## src/rtl/soc_bus_fabric_if.sv

```systemverilog
// Bus bundle for soc_bus_fabric: master-side request/response and
// slave-side select/handshake signals.
//   master : view of a bus master (drives requests, receives completions)
//   slave  : view of a decoded slave (receives selects, drives ready/rdata)
//   fabric : view of the interconnect itself
interface soc_bus_fabric_if #(
  parameter int NUM_MASTERS = 2,
  parameter int NUM_SLAVES  = 4,
  parameter int ADDR_W      = 32,
  parameter int DATA_W      = 32
);
  logic [NUM_MASTERS-1:0]             m_req;
  logic [NUM_MASTERS-1:0]             m_we;
  logic [NUM_MASTERS-1:0][ADDR_W-1:0] m_addr;
  logic [NUM_MASTERS-1:0][DATA_W-1:0] m_wdata;
  logic [NUM_MASTERS-1:0]             m_ack;
  logic                               m_err;
  logic [DATA_W-1:0]                  m_rdata;
  logic [NUM_SLAVES-1:0]              s_sel;
  logic                               s_we;
  logic [ADDR_W-1:0]                  s_addr;
  logic [DATA_W-1:0]                  s_wdata;
  logic [NUM_SLAVES-1:0]              s_ready;
  logic [NUM_SLAVES-1:0][DATA_W-1:0]  s_rdata;

  modport master (output m_req, m_we, m_addr, m_wdata,
                  input  m_ack, m_err, m_rdata);
  modport slave  (input  s_sel, s_we, s_addr, s_wdata,
                  output s_ready, s_rdata);
  modport fabric (input  m_req, m_we, m_addr, m_wdata, s_ready, s_rdata,
                  output m_ack, m_err, m_rdata, s_sel, s_we, s_addr, s_wdata);
endinterface

```

## src/rtl/soc_bus_fabric.sv

```systemverilog
// soc_bus_fabric: round-robin shared-bus interconnect, one transaction in
// flight. Base/mask decode (lowest slave index wins on overlap), decode
// misses answered with m_err. All outputs registered.
// Optional: define SOC_BUS_TIMEOUT_EN to abort a slave access with m_err
// after TIMEOUT_CYC cycles without s_ready.
module soc_bus_fabric #(
  parameter int NUM_MASTERS = 2,
  parameter int NUM_SLAVES  = 4,
  parameter int ADDR_W      = 32,
  parameter int DATA_W      = 32,
  parameter logic [NUM_SLAVES*ADDR_W-1:0] SLV_BASE =
    {32'h3000_0000, 32'h2000_0000, 32'h1000_0000, 32'h0000_0000},
  parameter logic [NUM_SLAVES*ADDR_W-1:0] SLV_MASK =
    {32'hF000_0000, 32'hF000_0000, 32'hF000_0000, 32'hF000_0000},
  parameter int TIMEOUT_CYC = 255
) (
  input  logic             clk,
  input  logic             rst,
  soc_bus_fabric_if.fabric bus
);
  localparam int MW = (NUM_MASTERS > 1) ? $clog2(NUM_MASTERS) : 1;

  if (NUM_MASTERS < 1 || NUM_SLAVES < 1 || TIMEOUT_CYC < 1) begin : g_bad_cfg
    $error("soc_bus_fabric: NUM_MASTERS, NUM_SLAVES and TIMEOUT_CYC must be >= 1");
  end

  typedef enum logic [1:0] {IDLE, ACCESS, RESP} state_t;

  state_t                 state_q, state_d;
  logic [MW-1:0]          rr_q, rr_d, owner_q, owner_d;
  logic [NUM_SLAVES-1:0]  sel_q, sel_d;
  logic                   we_q, we_d;
  logic [ADDR_W-1:0]      addr_q, addr_d;
  logic [DATA_W-1:0]      wdata_q, wdata_d;
  logic [NUM_MASTERS-1:0] ack_q, ack_d;
  logic                   err_q, err_d;
  logic [DATA_W-1:0]      rdata_q, rdata_d;

`ifdef SOC_BUS_TIMEOUT_EN
  localparam int TO_W = $clog2(TIMEOUT_CYC + 1);
  logic [TO_W-1:0]        to_q, to_d;
`endif

  logic                   gnt_vld;
  logic [MW-1:0]          gnt_idx, cand;
  logic [ADDR_W-1:0]      req_addr;
  logic                   hit_vld;
  logic [NUM_SLAVES-1:0]  hit_oh;
  logic [DATA_W-1:0]      rd_mux;
  logic                   ready_hit;

  // Round robin: scan downward so the requester nearest rr_q is kept last.
  always_comb begin
    gnt_vld = 1'b0;
    gnt_idx = '0;
    cand    = '0;
    for (int i = NUM_MASTERS - 1; i >= 0; i--) begin
      cand = MW'((int'(rr_q) + i) % NUM_MASTERS);
      if (bus.m_req[cand]) begin
        gnt_vld = 1'b1;
        gnt_idx = cand;
      end
    end
  end

  assign req_addr = bus.m_addr[gnt_idx];

  // Address decode of the granted request; lowest hitting slave overrides.
  always_comb begin
    hit_vld = 1'b0;
    hit_oh  = '0;
    for (int s = NUM_SLAVES - 1; s >= 0; s--) begin
      if ((req_addr & SLV_MASK[s*ADDR_W +: ADDR_W]) == SLV_BASE[s*ADDR_W +: ADDR_W]) begin
        hit_vld = 1'b1;
        hit_oh  = NUM_SLAVES'(1) << s;
      end
    end
  end

  // Only the selected slave's ready/rdata are looked at.
  always_comb begin
    rd_mux = '0;
    for (int s = 0; s < NUM_SLAVES; s++)
      if (sel_q[s]) rd_mux = rd_mux | bus.s_rdata[s];
  end

  assign ready_hit = |(bus.s_ready & sel_q);

  // Next-state and next-output logic; m_ack is raised on entry to RESP.
  always_comb begin
    state_d = state_q;
    rr_d    = rr_q;
    owner_d = owner_q;
    sel_d   = sel_q;
    we_d    = we_q;
    addr_d  = addr_q;
    wdata_d = wdata_q;
    ack_d   = '0;
    err_d   = err_q;
    rdata_d = rdata_q;
`ifdef SOC_BUS_TIMEOUT_EN
    to_d    = to_q;
`endif
    case (state_q)
      IDLE: begin
        if (gnt_vld) begin
          owner_d = gnt_idx;
          rr_d    = (gnt_idx == MW'(NUM_MASTERS - 1)) ? '0 : gnt_idx + 1'b1;
          we_d    = bus.m_we[gnt_idx];
          addr_d  = req_addr;
          wdata_d = bus.m_wdata[gnt_idx];
          if (hit_vld) begin
            sel_d   = hit_oh;
            state_d = ACCESS;
`ifdef SOC_BUS_TIMEOUT_EN
            to_d    = '0;
`endif
          end else begin
            ack_d[gnt_idx] = 1'b1;
            err_d   = 1'b1;
            rdata_d = '0;
            state_d = RESP;
          end
        end
      end
      ACCESS: begin
        if (ready_hit) begin
          sel_d          = '0;
          ack_d[owner_q] = 1'b1;
          err_d          = 1'b0;
          rdata_d        = we_q ? '0 : rd_mux;
          state_d        = RESP;
        end
`ifdef SOC_BUS_TIMEOUT_EN
        else if (to_q == TO_W'(TIMEOUT_CYC - 1)) begin
          sel_d          = '0;
          ack_d[owner_q] = 1'b1;
          err_d          = 1'b1;
          rdata_d        = '0;
          state_d        = RESP;
        end else begin
          to_d = to_q + 1'b1;
        end
`endif
      end
      RESP:    state_d = IDLE;
      default: state_d = IDLE;
    endcase
  end

  // State and registered outputs.
  always_ff @(posedge clk or posedge rst) begin
    if (rst) begin
      state_q <= IDLE;
      rr_q    <= '0;
      owner_q <= '0;
      sel_q   <= '0;
      we_q    <= 1'b0;
      addr_q  <= '0;
      wdata_q <= '0;
      ack_q   <= '0;
      err_q   <= 1'b0;
      rdata_q <= '0;
`ifdef SOC_BUS_TIMEOUT_EN
      to_q    <= '0;
`endif
    end else begin
      state_q <= state_d;
      rr_q    <= rr_d;
      owner_q <= owner_d;
      sel_q   <= sel_d;
      we_q    <= we_d;
      addr_q  <= addr_d;
      wdata_q <= wdata_d;
      ack_q   <= ack_d;
      err_q   <= err_d;
      rdata_q <= rdata_d;
`ifdef SOC_BUS_TIMEOUT_EN
      to_q    <= to_d;
`endif
    end
  end

  assign bus.m_ack   = ack_q;
  assign bus.m_err   = err_q;
  assign bus.m_rdata = rdata_q;
  assign bus.s_sel   = sel_q;
  assign bus.s_we    = we_q;
  assign bus.s_addr  = addr_q;
  assign bus.s_wdata = wdata_q;
endmodule

```

## src/flat_wrapper.sv

```systemverilog
// flat-port wrapper written by rule: the top's interface ports become plain ports
module soc_bus_fabric_flat 
#(
  parameter int NUM_MASTERS = 2,
  parameter int NUM_SLAVES  = 4,
  parameter int ADDR_W      = 32,
  parameter int DATA_W      = 32,
  parameter logic [NUM_SLAVES*ADDR_W-1:0] SLV_BASE =
    {32'h3000_0000, 32'h2000_0000, 32'h1000_0000, 32'h0000_0000},
  parameter logic [NUM_SLAVES*ADDR_W-1:0] SLV_MASK =
    {32'hF000_0000, 32'hF000_0000, 32'hF000_0000, 32'hF000_0000},
  parameter int TIMEOUT_CYC = 255
)
  (clk, rst, bus_m_req, bus_m_we, bus_m_addr, bus_m_wdata, bus_s_ready, bus_s_rdata, bus_m_ack, bus_m_err, bus_m_rdata, bus_s_sel, bus_s_we, bus_s_addr, bus_s_wdata);
  soc_bus_fabric_if #(.NUM_MASTERS(NUM_MASTERS), .NUM_SLAVES(NUM_SLAVES), .ADDR_W(ADDR_W), .DATA_W(DATA_W)) bus_i ();
  input  logic clk;
  input  logic rst;
  input wire logic [$bits(bus_i.m_req)-1:0] bus_m_req;
  input wire logic [$bits(bus_i.m_we)-1:0] bus_m_we;
  input wire logic [$bits(bus_i.m_addr)-1:0] bus_m_addr;
  input wire logic [$bits(bus_i.m_wdata)-1:0] bus_m_wdata;
  input wire logic [$bits(bus_i.s_ready)-1:0] bus_s_ready;
  input wire logic [$bits(bus_i.s_rdata)-1:0] bus_s_rdata;
  output wire logic [$bits(bus_i.m_ack)-1:0] bus_m_ack;
  output wire logic [$bits(bus_i.m_err)-1:0] bus_m_err;
  output wire logic [$bits(bus_i.m_rdata)-1:0] bus_m_rdata;
  output wire logic [$bits(bus_i.s_sel)-1:0] bus_s_sel;
  output wire logic [$bits(bus_i.s_we)-1:0] bus_s_we;
  output wire logic [$bits(bus_i.s_addr)-1:0] bus_s_addr;
  output wire logic [$bits(bus_i.s_wdata)-1:0] bus_s_wdata;
  assign bus_i.m_req = bus_m_req;
  assign bus_i.m_we = bus_m_we;
  assign bus_i.m_addr = bus_m_addr;
  assign bus_i.m_wdata = bus_m_wdata;
  assign bus_i.s_ready = bus_s_ready;
  assign bus_i.s_rdata = bus_s_rdata;
  assign bus_m_ack = bus_i.m_ack;
  assign bus_m_err = bus_i.m_err;
  assign bus_m_rdata = bus_i.m_rdata;
  assign bus_s_sel = bus_i.s_sel;
  assign bus_s_we = bus_i.s_we;
  assign bus_s_addr = bus_i.s_addr;
  assign bus_s_wdata = bus_i.s_wdata;
  soc_bus_fabric #(.NUM_MASTERS(NUM_MASTERS), .NUM_SLAVES(NUM_SLAVES), .ADDR_W(ADDR_W), .DATA_W(DATA_W), .SLV_BASE(SLV_BASE), .SLV_MASK(SLV_MASK), .TIMEOUT_CYC(TIMEOUT_CYC)) u_core (.clk(clk), .rst(rst), .bus(bus_i));
endmodule
```

## config.mk

```make
export PLATFORM = sky130hd
export DESIGN_NAME = soc_bus_fabric_flat
export DESIGN_NICKNAME = d
export VERILOG_FILES = /design/src/rtl/soc_bus_fabric_if.sv /design/src/rtl/soc_bus_fabric.sv /design/src/flat_wrapper.sv
export SDC_FILE = /design/constraint.sdc
export NUM_CORES = 1
export LEC_CHECK = 0
export ABC_CLOCK_PERIOD_IN_PS = 4520
export BUFFER_PORTS_ARGS = -buffer_cell sky130_fd_sc_hd__buf_4
export CORE_AREA = 2 2 144 146
export DETAILED_ROUTE_END_ITERATION = 8
export DIE_AREA = 0 0 146 148
export PLACE_DENSITY_LB_ADDON = 0.1
export SYNTH_ARGS = -nofsm -noshare
export SYNTH_HDL_FRONTEND = slang
export SYNTH_SLANG_ARGS = --single-unit
export TNS_END_PERCENT = 5
```

## constraint.sdc

```tcl
create_clock -name clk -period 4.52 [get_ports clk]
set_input_delay 0 -clock clk [delete_from_list [all_inputs] [get_ports clk]]
set_output_delay 0 -clock clk [all_outputs]
set_load 0.05 [all_outputs]
```

==> results of run 1 <==
[power by group]
group / switching, mW / total [mW] / internal, mW
clock: 0.387 / 0.784 / 0.397
sequential: 0.261 / 1.64 / 1.37
combinational: 2.77 / 4.48 / 1.71
total: 3.42 / 6.90 / 3.48
[timing repair]
item,in CTS,in global routing
hold buffers,142,0
endpoints found under the hold margin,143,0
buffers inserted,0,0
[worst max-delay path by stage]
stage                                       start                           endpoint  slack [ns]  cells after the start
floorplan                                     rst      u_core.bus.m_ack[0]$_DFF_PP0_        1.67                      1
global placement    u_core.state_q[0]$_DFFE_PP0P_   u_core.bus.s_addr[1]$_DFFE_PP0P_        2.39                      5
detailed placement  u_core.state_q[0]$_DFFE_PP0P_   u_core.bus.s_addr[5]$_DFFE_PP0P_        2.33                      5
CTS                 u_core.state_q[0]$_DFFE_PP0P_   u_core.bus.s_addr[5]$_DFFE_PP0P_        1.78                      6
global route        u_core.state_q[0]$_DFFE_PP0P_   u_core.bus.s_addr[5]$_DFFE_PP0P_        1.65                      6
finish              u_core.state_q[0]$_DFFE_PP0P_  u_core.bus.s_addr[20]$_DFFE_PP0P_        1.77                      6
[Yosys cell counts, drive strengths merged]
library cell / instances / area (sq um)
a211oi: 3 / 52.6
a21oi: 2 / 10.0
nor3: 3 / 31.3
nor4: 2 / 12.5
o21ai: 4 / 20.0
mux2i: 4 / 40.0
o311ai: 32 / 280
a41oi: 2 / 17.5
a2111oi: 1 / 8.76
and3: 1 / 6.26
clkbuf: 23 / 87.6
o2bb2ai: 4 / 41.3
nand2b: 2 / 20.0
a21o: 2 / 15.0
nor2: 7 / 28.8
o22a: 1 / 8.76
inv: 36 / 135
o32ai: 2 / 25.0
o22ai: 1 / 6.26
dfrtp: 108 / 2700
nand2: 193 / 724
nand3: 32 / 160
a31oi: 2 / 12.5
a22oi: 127 / 953
a22o: 1 / 8.76
or3: 1 / 6.26
or2: 2 / 15.0
o21a: 1 / 7.51
or4b: 1 / 10.0
buf: 32 / 219
nor2b: 1 / 6.26
[critical path: stages (launching register included)]
cell           delay [ns]
dfrtp_1              0.38
or2_4                0.28
a211oi_4             0.54
buf_4                0.58
a22oi_1              0.17
nand2_1              0.14
dlygate4sd3_1        0.56
[registers in the layout, summed over array words and instances (netlist names)]
signal,cells
u_core.bus.m_rdata,32
u_core.bus.s_addr,32
u_core.bus.s_wdata,32
u_core.bus.s_sel,4
u_core.bus.m_ack,2
u_core.state_q,2
u_core.bus.m_err,1
u_core.bus.s_we,1
u_core.owner_q,1
u_core.rr_q,1
[cells in the final DEF, fill, tap and decap left out, drive strengths merged, types with 2 or more instances in the layout]
| cell | synthesis | routed |
|---|---|---|
| buf | 32 | 381 |
| nor2 | 7 | 7 |
| inv | 36 | 38 |
| a31oi | 2 | 2 |
| o21ai | 4 | 4 |
| nand3 | 32 | 32 |
| mux2i | 4 | 4 |
| clkinvlp | 0 | 2 |
| a21o | 2 | 2 |
| clkbuf | 23 | 11 |
| o311ai | 32 | 32 |
| a22oi | 127 | 127 |
| o32ai | 2 | 2 |
| a211oi | 3 | 3 |
| nand2b | 2 | 2 |
| nor4 | 2 | 2 |
| dlygate4sd3 | 0 | 142 |
| dfrtp | 108 | 108 |
| nand2 | 193 | 193 |
| nor3 | 3 | 3 |
| or2 | 2 | 2 |
| a41oi | 2 | 2 |
| a21oi | 2 | 2 |
| o2bb2ai | 4 | 4 |
[area by class of cell]
cell class / instances / area (sq um)
flip-flops and latches: 108 / 2700
clock buffers: 11 / 243
well taps: 270 / 338
fillers: 1929 / 9750
multi-input cells: 434 / 2540
repair buffers: 523 / 4280
clock inverters: 5 / 43.8
inverters: 36 / 138
[routing by layer]
| metal | global-route usage, % | share of wire [%] | routed length (microns) | vias to the layer above |
|---|---|---|---|---|
| li1 | - | - | - | 3229 |
| met1 | 24.9 | 40 | 9310 | 3198 |
| met2 | 38.1 | 51 | 11900 | 258 |
| met3 | 5.31 | 7.7 | 1790 | 21 |
| met4 | 5.97 | 1.6 | 368 | 0 |
| met5 | 0 | 0 | 0 | - |
[cells by family after synthesis]
group                  count (synthesis)  synth area share (%)
buffers and inverters                 91                  7.79
AND/OR/NAND/NOR                      245                  18.0
multiplexers                           4                 0.706
AO/OA/AOI/OAI                        185                  25.9
flip-flops                           108                  47.6
[metrics by stage]
stage	cell area [sq um]	util, %	power, mW	hold slack, ns	worst slack (ns)
after CTS	10300	51.3	6.95	0.00114	1.78
after global placement	8580	42.8	5.57	0.191	2.39
after global routing	10300	51.3	7.34	0.0180	1.65
after detailed placement	8580	42.8	5.58	0.195	2.33
final	10300	51.3	6.90	0.00468	1.77
after floorplan	5670	-	4.35	0.105	1.67
==> results.json, run 1 <==
{
  "worst_slew_pin_slew_ns": 1.10,
  "io_pins": 370,
  "die_w_microns": 146,
  "hold_path.class": "input pin to flop",
  "detailed_place_hpwl_microns": 15800,
  "detail_route.drc_violations": 0,
  "r2r-end": "u_core.bus.s_addr[20]$_DFFE_PP0P_",
  "h-tree-depth": 3,
  "place_congestion": 0.771,
  "critPathCaptureType": "flop",
  "worstSetupPathType": "flop to flop",
  "syn_avg_cell_area_sq_um": 8.96,
  "powerDensity_nw_per_um2": 671,
  "yosys_warnings": 0,
  "hold_viol": 0,
  "grt_max_degree": 89,
  "die-area_sq_um": 21600,
  "drive_gt1_share_pct": 36.6,
  "min_from": "bus_s_rdata[64]",
  "wl_microns": 23400,
  "ys_seq_elements": 108,
  "synth.net_count": 899,
  "hold_path_depth": 5,
  "dr.first_iter.drc_count": 352,
  "p_leak_nw": 5.01,
  "clkSinkCount": 108,
  "cts_buffer_depth": 2,
  "reg2reg_depth": 6,
  "netlist_area_sq_um": 5670,
  "grt_pass1_vias": 6854,
  "antenna_found_initial": 0,
  "status": "completed",
  "cts_tree": "done",
  "irDropWorstVdd_v": 0.000369,
  "dp.cells": 1229,
  "cts_resized": 0,
  "max_cap_viol_count": 0,
  "io_buffers": 369,
  "nets": 1378,
  "yosysSeqAreaShare_pct": 47.6,
  "clock-root-buffer": "clkbuf_16",
  "diodes": 0,
  "worstPathMaxFanout": 49,
  "drv_slew": 0,
  "holdPathEnd": "u_core.bus.m_rdata[0]$_DFFE_PP0P_",
  "rsz0062_at_grt": "no",
  "via_count": 6706,
  "maxSlewHeadroom_pct": 26.9,
  "clkLatencyLatePin_ns": 0.35,
  "dieHeight_microns": 148,
  "fin_crit_sh_pct": 60.9,
  "grt_pass1_wl_microns": 36400,
  "clock.fmax_mhz": 364,
  "initial_utilization_pct": 28.3,
  "arrival_ns": 3.04,
  "reg2reg_from": "u_core.state_q[0]$_DFFE_PP0P_",
  "ant_nets": 0,
  "skew_ns": 0.0113,
  "grtUsageTotal_pct": 21.1,
  "setup_viol": 0,
  "area_growth_pct": 81.3,
  "worst_setup_path_start_kind": "flop",
  "core_area_sq_um": 20000,
  "critPathRequiredTime_ns": 4.81,
  "dr.pass1.iters": 5,
  "viasPerCell": 4.83,
  "synthCells": 633,
  "cts_buffers": 9,
  "rrSetupSlack_ns": 1.77,
  "wl_per_cell_microns": 16.9,
  "grt_overflow_total": 0,
  "ys_types": 43,
  "clk_pin_slew_ns": 0.08,
  "placementRows": 52,
  "finalCriticalPeriod_ns": 2.75,
  "finalNonFillerCells": 1387,
  "setup_tns_ns": 0
}
(Power assumes the default switching activity.)
==> inputs of run 2 (changes only) <==
- ABC_CLOCK_PERIOD_IN_PS: 4520 -> 2400
- CORE_AREA: 2 2 144 146 -> 2 2 143 145
- DIE_AREA: 0 0 146 148 -> 0 0 145 147
- clock period: 4.52 -> 2.4 ns (I/O delays scaled with it)
==> run 2 against run 1 <==
- clock power up 100%
- via count up 2.0%
- first-iteration DRC count up 2.0%
- largest power group unchanged
- count of clock-buffer cells in the layout down 1
- register-to-register slack worse by 1.6 ns
- cell area up 1.4%
- die area down 1.4%
==> results.json, run 2 (same netlist as run 1, synthesis figures left out) <==
{
  "status": "completed",
  "internal_power_mw": 6.73,
  "setup_viol": 0,
  "layout_common_cells": "buf_4, nand2_1, dlygate4sd3_1, a22oi_1, dfrtp_1",
  "p_leak_nw": 5.08,
  "startpoint": "u_core.state_q[0]$_DFFE_PP0P_",
  "io_buffers": 369,
  "grt_pass1_vias": 7145,
  "finalCriticalPeriod_ns": 2.22,
  "arrival_ns": 2.45,
  "skew_ns": 0.00730,
  "reg2reg_from": "u_core.state_q[0]$_DFFE_PP0P_",
  "dr.pass1.iters": 5,
  "rsz0062_at_grt": "no",
  "critPathRequiredTime_ns": 2.63,
  "dr.first_iter.drc_count": 359,
  "wl_per_cell_microns": 17.3,
  "detail_route.drc_violations": 0,
  "dieHeight_microns": 147,
  "clock.fmax_mhz": 450,
  "clk_pin_slew_ns": 0.08,
  "detailed_place_hpwl_microns": 16300,
  "fin_util_pct": 52.6,
  "irDropWorstVdd_v": 0.000920,
  "min_from": "bus_s_rdata[124]",
  "hold_path.class": "input pin to flop",
  "fin_crit_sh_pct": 92.6,
  "hold_viol": 0,
  "placementRows": 52,
  "h-tree-depth": 3,
  "setup_tns_ns": 0,
  "ff_latch_area_sq_um": 2700,
  "initial_utilization_pct": 28.6,
  "cts_tree": "done",
  "place_ws_ns": 0.465,
  "core_area_sq_um": 19800,
  "area_growth_pct": 83.9,
  "wl_microns": 24200,
  "worst_setup_path_start_kind": "flop",
  "busiest_layer": "met2",
  "grt_max_degree": 55,
  "worstPathMaxFanout": 54,
  "io_pins": 370,
  "max_cap_viol_count": 0,
  "p_sw_share_pct": 49.3,
  "cts_buffer_depth": 2,
  "maxSlewHeadroom_pct": 52.0,
  "die-area_sq_um": 21300,
  "net-switching-power_mw": 6.55,
  "rrSetupSlack_ns": 0.18,
  "worstSetupPathType": "flop to flop",
  "clkLatencyLatePin_ns": 0.35,
  "combPwrFrac_pct": 64.9,
  "grtUsageTotal_pct": 22.0,
  "via_count": 6841,
  "worst_slew_pin_slew_ns": 0.719,
  "diodes": 0,
  "fillers": 1870,
  "met3_usage_pct": 5.31,
  "mostFrequentLayoutCell": "buf_4",
  "powerDensity_nw_per_um2": 1270,
  "multi_input_area_sq_um": 2540,
  "die_w_microns": 145,
  "viasPerCell": 4.90,
  "drive_gt1_share_pct": 37.1,
  "grt_util_met2_pct": 40.2,
  "critPathCaptureType": "flop",
  "grt_pass1_wl_microns": 37900,
  "clkSinkCount": 108,
  "power.share.clock_pct": 12.0,
  "seqPwrFrac_pct": 23.2,
  "cts_buffers": 9,
  "antenna_found_initial": 0,
  "clock-root-buffer": "clkbuf_16",
  "grt.met1_usage_pct": 25.7,
  "grt_overflow_total": 0,
  "nets": 1387,
  "place_congestion": 0.812,
  "ant_nets": 0,
  "drv_slew": 0,
  "worst_slack_ns": 0.177
}
==> run 2: per-stage QoR <==
stage	cells	cell area [sq um]	total power [mW]	hold WS [ns]
floorplan	633	5680	8.19	0.105
global placement	1233	8660	10.7	0.161
CTS	1392	10400	13.3	0.000314
detailed placement	1233	8660	10.6	0.150
global route	1396	10400	14.1	0.0183
finish	1396	10400	13.3	0.00127
==> run 2: worst max-delay path, cell delays in order (launching register included) <==
cell and delay (ns):
dfrtp_1 0.38, or2_4 0.30, or2_4 0.31, buf_12 0.21, a22oi_1 0.22, nand2_1 0.08, dlygate4sd3_1 0.58
==> run 2: layer usage <==
metal	vias to the layer above	part of all wire, %
met5	-	0
met4	0	1.5
met3	21	7.0
met2	263	51
met1	3308	40
li1	3249	-
==> run 2: power by group through the flow <==
| stage | Combinational, mW | Sequential, mW | Clock [mW] |
|---|---|---|---|
| 4_1_cts | 8.59 | 3.08 | 1.64 |
| 6_report | 8.62 | 3.08 | 1.59 |
| 3_5_place_dp | 7.56 | 3.08 | 0 |
| 2_1_floorplan | 2.59 | 5.60 | 0 |
| 5_1_grt | 9.17 | 3.19 | 1.71 |
| 3_3_place_gp | 7.56 | 3.09 | 0 |
==> run 2: path summary, 6_finish.rpt <==
path	depth (start not counted)	endpoint
setup / recovery	6	u_core.bus.s_wdata[17]$_DFFE_PP0P_
hold / removal	5	u_core.bus.m_rdata[28]$_DFFE_PP0P_
setup reg to reg	6	u_core.bus.s_wdata[17]$_DFFE_PP0P_
hold reg to reg	2	u_core.bus.s_addr[30]$_DFFE_PP0P_
max in group asynchronous	4	u_core.bus.s_wdata[17]$_DFFE_PP0P_
min in group asynchronous	3	u_core.state_q[1]$_DFFE_PP0P_
==> run 2: layout make-up <==
type / instances / area share (%)
Timing Repair Buffer: 531 / 42.2
Sequential cell: 108 / 25.9
Multi-Input combinational cell: 435 / 24.4
Tap cell: 270 / 3.24
Clock buffer: 10 / 2.29
Inverter: 36 / 1.33
Clock inverter: 6 / 0.684
==> run 2: repair_timing <==
item | CTS | global route
setup buffers | 0 | 3
hold endpoints to repair | 102 | 0
resized for setup | 0 | 1
hold buffers | 143 | 0
endpoints found under the setup margin | 0 | 47
